[src/rtl/mem_access_pkg.sv]
// rtl/mem_access_pkg.sv - shared LSU codes, FSM states and size decode for mem_access
package mem_access_pkg;

    localparam int          REG_W      = 32;
    localparam int          REG_ADDR_W = 5;
    localparam logic [31:0] ZERO_WORD  = 32'h0000_0000;

    // Load funct3 codes
    localparam logic [2:0] F3_LB  = 3'b000;
    localparam logic [2:0] F3_LH  = 3'b001;
    localparam logic [2:0] F3_LW  = 3'b010;
    localparam logic [2:0] F3_LBU = 3'b100;
    localparam logic [2:0] F3_LHU = 3'b101;

    // Store funct3 codes
    localparam logic [2:0] F3_SB = 3'b000;
    localparam logic [2:0] F3_SH = 3'b001;
    localparam logic [2:0] F3_SW = 3'b010;

    typedef enum logic [1:0] {
        ST_IDLE = 2'd0,
        ST_REQ  = 2'd1,
        ST_WAIT = 2'd2
    } state_t;

    typedef enum logic [1:0] {
        SZ_B = 2'd0,
        SZ_H = 2'd1,
        SZ_W = 2'd2
    } size_t;

    // Access size from funct3; unknown codes fall back to a full word.
    function automatic size_t f3_size(input logic [2:0] f3);
        size_t s;
        case (f3)
            F3_LB, F3_LBU: s = SZ_B;
            F3_LH, F3_LHU: s = SZ_H;
            default:       s = SZ_W;
        endcase
        return s;
    endfunction

endpackage

[src/rtl/lsu_align.sv]
// rtl/lsu_align.sv - byte-enable/store-lane generation, load extraction and misalign detect
module lsu_align
    import mem_access_pkg::*;
(
    input  logic [2:0]  i_req_funct3,
    input  logic [1:0]  i_req_addr_lo,
    input  logic [31:0] i_req_wdata,
    output logic [3:0]  o_req_be,
    output logic [31:0] o_req_wdata,
    output logic        o_misalign,
    input  logic [2:0]  i_ld_funct3,
    input  logic [1:0]  i_ld_addr_lo,
    input  logic [31:0] i_ld_rdata,
    output logic [31:0] o_ld_data
);

    size_t       w_req_size;
    logic [7:0]  w_ld_byte;
    logic [15:0] w_ld_half;

    assign w_req_size = f3_size(i_req_funct3);

    // Request side: byte enables, lane-replicated store data, alignment check
    always_comb begin
        o_req_be    = 4'b1111;
        o_req_wdata = i_req_wdata;
        o_misalign  = 1'b0;
        case (w_req_size)
            SZ_B: begin
                o_req_be    = 4'b0001 << i_req_addr_lo;
                o_req_wdata = {4{i_req_wdata[7:0]}};
            end
            SZ_H: begin
                o_req_be    = i_req_addr_lo[1] ? 4'b1100 : 4'b0011;
                o_req_wdata = {2{i_req_wdata[15:0]}};
                o_misalign  = i_req_addr_lo[0];
            end
            default: begin
                o_misalign  = |i_req_addr_lo;
            end
        endcase
    end

    // Load side: pick the addressed lane and sign/zero-extend it
    always_comb begin
        w_ld_byte = i_ld_rdata[7:0];
        case (i_ld_addr_lo)
            2'd0:    w_ld_byte = i_ld_rdata[7:0];
            2'd1:    w_ld_byte = i_ld_rdata[15:8];
            2'd2:    w_ld_byte = i_ld_rdata[23:16];
            default: w_ld_byte = i_ld_rdata[31:24];
        endcase
        w_ld_half = i_ld_addr_lo[1] ? i_ld_rdata[31:16] : i_ld_rdata[15:0];
        case (i_ld_funct3)
            F3_LB:   o_ld_data = {{24{w_ld_byte[7]}}, w_ld_byte};
            F3_LBU:  o_ld_data = {24'h0, w_ld_byte};
            F3_LH:   o_ld_data = {{16{w_ld_half[15]}}, w_ld_half};
            F3_LHU:  o_ld_data = {16'h0, w_ld_half};
            default: o_ld_data = i_ld_rdata;
        endcase
    end

endmodule

[src/rtl/mem_access.sv]
// rtl/mem_access.sv - memory-access stage: dmem req/gnt/rvalid port, pipeline hold, wb register
module mem_access
    import mem_access_pkg::*;
#(
    parameter int ADDR_W = 32,
    parameter int DATA_W = 32
) (
    input  logic                  clk,
    input  logic                  arst_n,
    input  logic [31:0]           inst_i,
    input  logic                  mem_r_ena_i,
    input  logic [ADDR_W-1:0]     mem_r_addr_i,
    input  logic                  mem_w_ena_i,
    input  logic [ADDR_W-1:0]     mem_w_addr_i,
    input  logic [DATA_W-1:0]     mem_w_data_i,
    input  logic                  reg_w_ena_i,
    input  logic [REG_ADDR_W-1:0] reg_w_addr_i,
    input  logic [DATA_W-1:0]     reg_w_data_i,
    output logic                  dmem_req_o,
    output logic                  dmem_we_o,
    output logic [ADDR_W-1:0]     dmem_addr_o,
    output logic [3:0]            dmem_be_o,
    output logic [DATA_W-1:0]     dmem_wdata_o,
    input  logic                  dmem_gnt_i,
    input  logic                  dmem_rvalid_i,
    input  logic [DATA_W-1:0]     dmem_rdata_i,
    output logic                  reg_w_ena_o,
    output logic [REG_ADDR_W-1:0] reg_w_addr_o,
    output logic [DATA_W-1:0]     reg_w_data_o,
    output logic                  hold_o,
    output logic                  misalign_o
);

    state_t                r_state;
    state_t                w_next;

    // Latched request fields, stable from IDLE->REQ until the transaction ends
    logic                  r_we;
    logic [ADDR_W-1:0]     r_addr;
    logic [3:0]            r_be;
    logic [DATA_W-1:0]     r_wdata;
    logic [2:0]            r_funct3;
    logic [1:0]            r_addr_lo;
    logic [REG_ADDR_W-1:0] r_rd;
    logic                  r_rd_ena;

    // Write-back bundle
    logic                  r_wb_ena;
    logic [REG_ADDR_W-1:0] r_wb_addr;
    logic [DATA_W-1:0]     r_wb_data;
    logic                  r_misalign;

    logic                  w_is_store;
    logic                  w_is_mem;
    logic [ADDR_W-1:0]     w_addr;
    logic [2:0]            w_funct3;
    logic [3:0]            w_be;
    logic [DATA_W-1:0]     w_wdata;
    logic                  w_misalign;
    logic [DATA_W-1:0]     w_ld_data;

    logic                  w_hold;
    logic                  w_accept;
    logic                  w_alu_wb;
    logic                  w_mis_wb;
    logic                  w_ld_done;

    wire                   w_unused_inst = ^{inst_i[31:15], inst_i[11:0]};

    // A store takes priority when both enables are raised
    assign w_is_store = mem_w_ena_i;
    assign w_is_mem   = mem_w_ena_i | mem_r_ena_i;
    assign w_addr     = w_is_store ? mem_w_addr_i : mem_r_addr_i;
    assign w_funct3   = inst_i[14:12];

    lsu_align u_lsu_align (
        .i_req_funct3  (w_funct3),
        .i_req_addr_lo (w_addr[1:0]),
        .i_req_wdata   (mem_w_data_i),
        .o_req_be      (w_be),
        .o_req_wdata   (w_wdata),
        .o_misalign    (w_misalign),
        .i_ld_funct3   (r_funct3),
        .i_ld_addr_lo  (r_addr_lo),
        .i_ld_rdata    (dmem_rdata_i),
        .o_ld_data     (w_ld_data)
    );

    // State register
    always_ff @(posedge clk or negedge arst_n) begin
        if (!arst_n) begin
            r_state <= ST_IDLE;
        end else begin
            r_state <= w_next;
        end
    end

    // Next-state and per-cycle control; hold drops in the cycle the bus completes
    always_comb begin
        w_next    = r_state;
        w_hold    = 1'b0;
        w_accept  = 1'b0;
        w_alu_wb  = 1'b0;
        w_mis_wb  = 1'b0;
        w_ld_done = 1'b0;
        case (r_state)
            ST_IDLE: begin
                if (!w_is_mem) begin
                    w_alu_wb = 1'b1;
                end else if (w_misalign) begin
                    w_mis_wb = 1'b1;
                end else begin
                    w_accept = 1'b1;
                    w_hold   = 1'b1;
                    w_next   = ST_REQ;
                end
            end
            ST_REQ: begin
                w_hold = 1'b1;
                if (dmem_gnt_i) begin
                    if (r_we) begin
                        w_hold = 1'b0;
                        w_next = ST_IDLE;
                    end else begin
                        w_next = ST_WAIT;
                    end
                end
            end
            ST_WAIT: begin
                w_hold = 1'b1;
                if (dmem_rvalid_i) begin
                    w_hold    = 1'b0;
                    w_ld_done = 1'b1;
                    w_next    = ST_IDLE;
                end
            end
            default: begin
                w_next = ST_IDLE;
            end
        endcase
    end

    // Capture the request fields when an aligned access leaves IDLE
    always_ff @(posedge clk or negedge arst_n) begin
        if (!arst_n) begin
            r_we      <= 1'b0;
            r_addr    <= '0;
            r_be      <= 4'b0000;
            r_wdata   <= ZERO_WORD;
            r_funct3  <= 3'b000;
            r_addr_lo <= 2'b00;
            r_rd      <= '0;
            r_rd_ena  <= 1'b0;
        end else if (w_accept) begin
            r_we      <= w_is_store;
            r_addr    <= {w_addr[ADDR_W-1:2], 2'b00};
            r_be      <= w_be;
            r_wdata   <= w_wdata;
            r_funct3  <= w_funct3;
            r_addr_lo <= w_addr[1:0];
            r_rd      <= reg_w_addr_i;
            r_rd_ena  <= reg_w_ena_i;
        end
    end

    // Write-back bundle: valid only in the cycle after an ALU op or a load return
    always_ff @(posedge clk or negedge arst_n) begin
        if (!arst_n) begin
            r_wb_ena   <= 1'b0;
            r_wb_addr  <= '0;
            r_wb_data  <= ZERO_WORD;
            r_misalign <= 1'b0;
        end else begin
            r_misalign <= w_mis_wb;
            if (w_alu_wb) begin
                r_wb_ena  <= reg_w_ena_i & (|reg_w_addr_i);
                r_wb_addr <= reg_w_addr_i;
                r_wb_data <= reg_w_data_i;
            end else if (w_ld_done) begin
                r_wb_ena  <= r_rd_ena & (|r_rd);
                r_wb_addr <= r_rd;
                r_wb_data <= w_ld_data;
            end else begin
                r_wb_ena  <= 1'b0;
            end
        end
    end

    assign dmem_req_o   = (r_state == ST_REQ);
    assign dmem_we_o    = r_we;
    assign dmem_addr_o  = r_addr;
    assign dmem_be_o    = r_be;
    assign dmem_wdata_o = r_wdata;

    assign reg_w_ena_o  = r_wb_ena;
    assign reg_w_addr_o = r_wb_addr;
    assign reg_w_data_o = r_wb_data;
    assign hold_o       = w_hold;
    assign misalign_o   = r_misalign;

endmodule

[config.mk]
export PLATFORM = sky130hd
export DESIGN_NAME = mem_access
export DESIGN_NICKNAME = d
export VERILOG_FILES = /design/src/rtl/mem_access_pkg.sv /design/src/rtl/lsu_align.sv /design/src/rtl/mem_access.sv
export SDC_FILE = /design/constraint.sdc
export NUM_CORES = 1
export LEC_CHECK = 0
export CORE_ASPECT_RATIO = 1.4
export CORE_UTILIZATION = 40
export DETAILED_ROUTE_END_ITERATION = 8
export GPL_TIMING_DRIVEN = 0
export MAX_ROUTING_LAYER = met4
export PLACE_DENSITY = 0.88
export SLEW_MARGIN = 15
export SYNTH_ARGS = -nofsm -noshare
export SYNTH_HDL_FRONTEND = slang
export SYNTH_SLANG_ARGS = --single-unit
[constraint.sdc]
create_clock -name clk -period 2.7 [get_ports clk]
set_clock_uncertainty 0.15 [all_clocks]
set_input_delay 0.81 -clock clk [delete_from_list [all_inputs] [get_ports clk]]
set_output_delay 0.81 -clock clk [all_outputs]
set_load 0.01 [all_outputs]
==> results of run 1 <==
==> state kept, by name, summed over array words and instances, names as in the netlist <==
register / flops
dmem_be_o: 4
r_addr_lo: 2
r_rd: 5
dmem_we_o: 1
r_funct3: 3
r_state: 2
reg_w_addr_o: 5
reg_w_data_o: 32
r_rd_ena: 1
misalign_o: 1
dmem_wdata_o: 32
dmem_addr_o: 30
reg_w_ena_o: 1
==> critical path, delay by kind of cell <==
family,cells,cell delay [ns]
buffers and inverters,3,0.41
AOI/OAI and AO/OA,2,0.26
and+or+nand+nor,2,0.26
==> synth_stat cells (all sizes together) <==
master	instances	area, um2
o31ai	1	7.51
nor2b	16	100
nor2	11	46.3
inv	9	33.8
a221o	14	140
a2111oi	1	8.76
clkbuf	20	75.1
nand3b	2	15.0
nor3	11	60.1
a211oi	1	7.51
a2111o	1	11.3
nand2b	9	56.3
nor3b	4	35.0
a21o	1	7.51
and3b	3	26.3
dfrtp	119	2980
o21ai	26	130
o211a	2	20.0
buf	20	166
o2bb2ai	1	8.76
or4	3	26.3
o22ai	17	106
a22oi	13	97.6
a211o	2	17.5
nor4	1	12.5
a31o	1	8.76
o21a	1	7.51
mux2i	9	90.1
o211ai	3	22.5
a31oi	8	50.1
a221oi	7	67.6
mux2	118	1330
or3	3	18.8
and2	2	12.5
a21oi	28	144
or2	1	6.26
o221a	1	11.3
nand2	46	175
conb	1	3.75
==> timing repair <==
| action | CTS | global route |
|---|---|---|
| endpoints found under the setup margin | 2 | 4 |
| setup buffers | 18 | 0 |
| gates resized for setup | 38 | 4 |
| pin swaps | 4 | 1 |
==> path summary, 6_finish.rpt <==
check | startpoint | endpoint | cells after the start
max in group asynchronous | arst_n | r_funct3[1] | 2
hold / removal | arst_n | dmem_addr_o[11] | 1
setup / recovery | mem_w_addr_i[1] | hold_o | 7
hold reg to reg | reg_w_addr_o[2] | reg_w_addr_o[2] | 2
min in group clk | reg_w_addr_o[2] | reg_w_addr_o[2] | 2
setup reg to reg | r_state[1] | dmem_be_o[0] | 16
==> final cells by class <==
type	count	share of cell area, %
Clock buffer	19	4.44
Multi-Input combinational cell	370	29.4
Tap cell	192	2.41
Timing Repair Buffer	300	29.7
Clock inverter	13	1.48
Sequential cell	119	29.9
Inverter	9	0.339
Buffer	39	2.31
==> power by group <==
part | switching (uW) | internal [uW] | total, uW
clock | 870 | 1390 | 2260
sequential | 539 | 2680 | 3220
combinational | 2120 | 2860 | 4980
total | 3530 | 6940 | 10500
==> cells by family (layout without fill, tap and decap cells) <==
kind of cell	Yosys count	count (layout)	share of synthesized area, %
AOI/OAI and AO/OA	129	129	14.2
muxes	127	127	23.2
DFF	119	119	48.5
and+or+nand+nor	112	112	9.61
buffers and inverters	49	380	4.48
other	1	2	0.0610
==> routing by layer <==
metal / up-vias / share of wire [%] / routed length, um / track usage [%]
met5: - / 0 / 0 / -
met2: 192 / 53 / 10600 / 43.8
met1: 2765 / 40 / 7840 / 30.1
met4: 0 / 2.5 / 495 / 10.1
li1: 2627 / - / - / -
met3: 30 / 4.6 / 911 / 5.92
==> through the flow <==
| step | TNS, ns | hold slack, ns | worst slack, ns | util [%] |
|---|---|---|---|---|
| 6_report | -0.00695 | 0.198 | -0.00695 | 66.6 |
| 5_1_grt | -0.0607 | 0.227 | -0.0607 | 66.6 |
| 4_1_cts | 0 | 0.212 | 0.000426 | 66.5 |
| 3_5_place_dp | -29.88 | 0.314 | -1.17 | 61.6 |
| 3_3_place_gp | -512.57 | 0.310 | -4.07 | 61.4 |
| 2_1_floorplan | 0 | 0.321 | 0.0149 | - |
==> results.txt, run 1 <==
Worst-margin pin slew -> 0.743 ns
WL per Instance -> 18.7 um
Cell Chain, Critical Path -> clkdlybuf4s15_2 > nor3b_2 > o221a_4 > a21oi_2 > buf_6 > nand2_2 > buf_6
Total GRT Usage -> 26.0%
Die height -> 149 um
WL final -> 19800 um
Initial antenna violation count -> 0
DRC -> 0
R2R setup slack -> 0.19 ns
Initial DRC Count -> 228
Most frequent cells in the layout -> clkdlybuf4s50_1, dfrtp_1, mux2_2
Clk root buf -> clkbuf_16
Fillers -> 1175
RSZ-0062 raised after global routing -> yes
Core area -> 15000 um2
Ports -> 314
Vias -> 5614
First-pass GRT wire length -> 30900 um
Global route total overflow -> 0
Outcome -> finished, violations left
Max Freq -> 369 MHz
Share of cells above drive strength 1 -> 24.5%
Ant diodes -> 0
Placed insts -> 1012
Die Wd -> 107 um
Fin area -> 9980 um2
DP HPWL -> 14900 um
Power, Total -> 10500 uW
Post-Synthesis Cells -> 537
CTS max path bufs -> 2
Worst Slack Setup Final -> -0.00695 ns
CTS tree -> yes
Multi-input gate area -> 2940 um2
Yosys cell types -> 51
Hold_buf cts -> 0
Max stage delay on crit path -> 0.22 ns
Std-Cell Rows -> 53
Final setup viols -> 1
Vias in the first global route -> 5863
Arrival time worst endpoint -> 1.75 ns
Routed Antenna Nets -> 0
Crit Path Class -> in2out
Final period util -> 100%
Most used cell, CP -> buf_6
Max-slew headroom -> 49.2%
Pwr Density -> 1050 nW/um2
Min-delay worst type -> in2async
Post-Syn Area -> 6140 um2
Seq/Total Area, Yosys -> 48.5%
Htree depth -> 4
Synthesized area per cell -> 11.4 um2
Fin. Hold Viols -> 0
Num CTS Buffers -> 17
Crit end category -> output port
Final std cells w/o fill -> 1061
Clock sinks -> 119
Placed cell areas -> 9230 um2
Commonest non-fill, non-tap cell in the layout -> clkdlybuf4s50_1
CP startpoint kind -> primary input
Final min period -> 2.71 ns
YS warnings -> 0
DIE AREA -> 15900 um2
Max-Cap Viols -> 0
CP Data Required Time -> 1.74 ns
Slew Viols, Final -> 0
CP Max Fanout -> 2
Routability cong. -> 0.854
Leakage -> 0.00415 uW
Failing checks -> negative setup slack
Buffers on Ports -> 281
Final nets -> 1060
Seq cells post-synth -> 119
Initial Util -> 41.0%
CP max-delay cell -> o221a_4
1st-pass router iterations -> 5
Clock latency on the worst-skew pair -> 0.41 ns
Via/cell ratio -> 5.29
Clk slew on worst S/H paths -> 0.06 ns
Area grow syn2layout -> 62.4%
VDD IR-drop max -> 0.581 mV
Largest net degree at the start of global routing -> 68
FF/Latch Area -> 2980 um2
(Power assumes the default switching activity.)
==> run 2: changes to the inputs <==
- CORE_ASPECT_RATIO: 1.4 -> 0.5
==> run 2 against run 1 <==
  * The flow still finishes with violations (negative setup slack)
  * Total power rose by 2.3%
  * Die area rose by 0.14%
  * Final area is essentially flat
  * Setup slack got worse by 0.0067 ns
  * Hold slack got worse by 0.023 ns
  * Non-clock buffer count decreased by 10
  * Sequential cell count is the same
  * Count of clock-buffer cells in the layout unchanged
  * Sequential power barely moved
  * First-iteration DRC count is 110% higher
  * Final cell count decreased by 0.28%
  * Combinational power about the same
  * Critical endpoint unchanged
  * Highest routed layer unchanged
==> results.txt, run 2 (same netlist as run 1, synthesis figures left out) <==
Worst-margin pin slew -> 0.916 ns (was 0.743 ns)
Stages on worst setup path -> 7 (unchanged)
1st-pass router iterations -> 5 (unchanged)
Pwr Density -> 1070 nW/um2 (was 1050 nW/um2)
Htree depth -> 4 (unchanged)
Crit end category -> output port (unchanged)
First-pass GRT wire length -> 31800 um (was 30900 um)
Most used cell, CP -> buf_6 (unchanged)
Initial Util -> 41.7% (was 41.0%)
Core area -> 14700 um2 (was 15000 um2)
Final period util -> 101% (was 100%)
Clk root buf -> clkbuf_16 (unchanged)
Area grow syn2layout -> 62.5% (was 62.4%)
Power, Total -> 10700 uW (was 10500 uW)
Cell Chain, Critical Path -> buf_6 > nor3b_2 > o221a_4 > a21oi_4 > buf_6 > nand2_2 > buf_6 (was clkdlybuf4s15_2 > nor3b_2 > o221a_4 > a21oi_2 > buf_6 > nand2_2 > buf_6)
Via/cell ratio -> 5.46 (was 5.29)
Initial antenna violation count -> 1 (was 0)
Failing checks -> negative setup slack (unchanged)
WL per Instance -> 19.9 um (was 18.7 um)
Max Freq -> 369 MHz (about the same)
Met3 Usage GRT -> 5.18% (was 5.92%)
Vias -> 5777 (was 5614)
Leakage -> 0.00414 uW (was 0.00415 uW)
Worst r2r path cells -> 6 (was 16)
RSZ-0062 raised after global routing -> yes (unchanged)
Arrival time worst endpoint -> 1.75 ns (about the same)
WL final -> 21100 um (was 19800 um)
GRT met1 Usage -> 32.6% (was 30.1%)
Vias in the first global route -> 5905 (was 5863)
CP max-delay cell -> o221a_4 (unchanged)
DP HPWL -> 15600 um (was 14900 um)
Hold_buf cts -> 0 (unchanged)
Clk slew on worst S/H paths -> 0.06 ns (about the same)
Min-delay worst type -> in2async (unchanged)
CTS tree -> yes (unchanged)
Final nets -> 1050 (was 1060)
Hold WS -> 0.175 ns (was 0.198 ns)
Crit path max-delay family -> compound AO/OA/AOI/OAI gates (was buffers and inverters)
Final setup viols -> 1 (unchanged)
Setup TNS -> -0.0137 ns (was -0.00695 ns)
Clock latency on the worst-skew pair -> 0.40 ns (was 0.41 ns)
Max stage delay on crit path -> 0.24 ns (was 0.22 ns)
Num CTS Buffers -> 17 (unchanged)
DRC -> 0 (unchanged)
Max-slew headroom -> 37.3% (was 49.2%)
Routed Antenna Nets -> 0 (unchanged)
CP bufs+invs -> 3 (unchanged)
Ports -> 314 (unchanged)
Max-Cap Viols -> 0 (unchanged)
Global route total overflow -> 0 (unchanged)
Fin. Hold Viols -> 0 (unchanged)
Outcome -> finished, violations left (unchanged)
VDD IR-drop max -> 0.555 mV (was 0.581 mV)
CTS max path bufs -> 2 (unchanged)
Die height -> 89.6 um (was 149 um)
Share of cells above drive strength 1 -> 23.9% (was 24.5%)
Initial DRC Count -> 486 (was 228)
CP Max Fanout -> 5 (was 2)
Largest net degree at the start of global routing -> 75 (was 68)
Worst Slack Setup Final -> -0.0137 ns (was -0.00695 ns)
Gr busiest metal -> met2 (unchanged)
Total GRT Usage -> 27.5% (was 26.0%)
DIE AREA -> 15900 um2 (about the same)
Crit Path Class -> in2out (unchanged)
CP Data Required Time -> 1.74 ns (about the same)
Most frequent cells in the layout -> clkdlybuf4s50_1, dfrtp_1, mux2_2 (unchanged)
Met2 Use GR -> 46.6% (was 43.8%)
CP startpoint kind -> primary input (unchanged)
Clock sinks -> 119 (unchanged)
Slew Viols, Final -> 0 (unchanged)
Routability cong. -> 0.901 (was 0.854)
Buffers on Ports -> 281 (unchanged)
Die Wd -> 177 um (was 107 um)
Std-Cell Rows -> 31 (was 53)
Final min period -> 2.71 ns (about the same)
Commonest non-fill, non-tap cell in the layout -> clkdlybuf4s50_1 (unchanged)
run 2: changes by cell type in the layout (fill, tap and decap cells not counted), sizes merged:
cell,previous run,this run
buf,44,35
bufinv,2,4
clkdlybuf4s15,2,1
clkdlybuf4s50,270,269
clkinv,4,3
diode,0,1
dlymetal6s2s,1,2
inv,12,11
run 2: repair_timing:
action | CTS | global route
endpoints found under the setup margin | 1 | 2
buffers inserted | 8 | 0
resized for setup | 40 | 9
pin swaps | 4 | 3
run 2: layout make-up:
class,count,area (um2)
antenna,1,2.50
buffer,39,230
clock buffer,19,453
clock inverter,13,194
fill,1049,4750
inverter,9,33.8
multi-input combinational,370,2960
sequential,119,2980
tap,198,248
timing repair buffer,290,2890
run 2: worst paths after layout:
| kind | start | endpoint | slack, ns |
|---|---|---|---|
| max in group asynchronous | arst_n | r_state[0] | 1.47 |
| max reg2reg | r_addr_lo[1] | reg_w_data_o[29] | 0.30 |
| min reg2reg | reg_w_addr_o[3] | reg_w_addr_o[3] | 0.33 |
| min in group clk | reg_w_addr_o[3] | reg_w_addr_o[3] | 0.33 |
| max | mem_w_ena_i | hold_o | -0.01 |
| min | arst_n | reg_w_data_o[16] | 0.17 |
run 2: stage by stage:
stage	worst slack [ns]	instance area [um2]	util [%]	instances
after floorplan	0.0149	6150	-	538
after global placement	-3.97	9210	62.5	1017
after detailed placement	-1.15	9240	62.7	1018
after CTS	0.00899	9960	67.6	1057
after global routing	-0.0545	9990	67.8	1058
final	-0.0137	9990	67.8	1058
run 2: report_power, final:
part           internal, uW  total [uW]  switching [uW]
Combinational          2800        4990            2190
Sequential             2680        3230             546
Clock                  1610        2480             878
run 2: per-layer routing:
layer / part of all wire [%] / vias up
met3: 5.4 / 49
met4: 2.9 / 0
li1: - / 2615
met2: 51 / 247
met1: 40 / 2866
met5: 0 / -
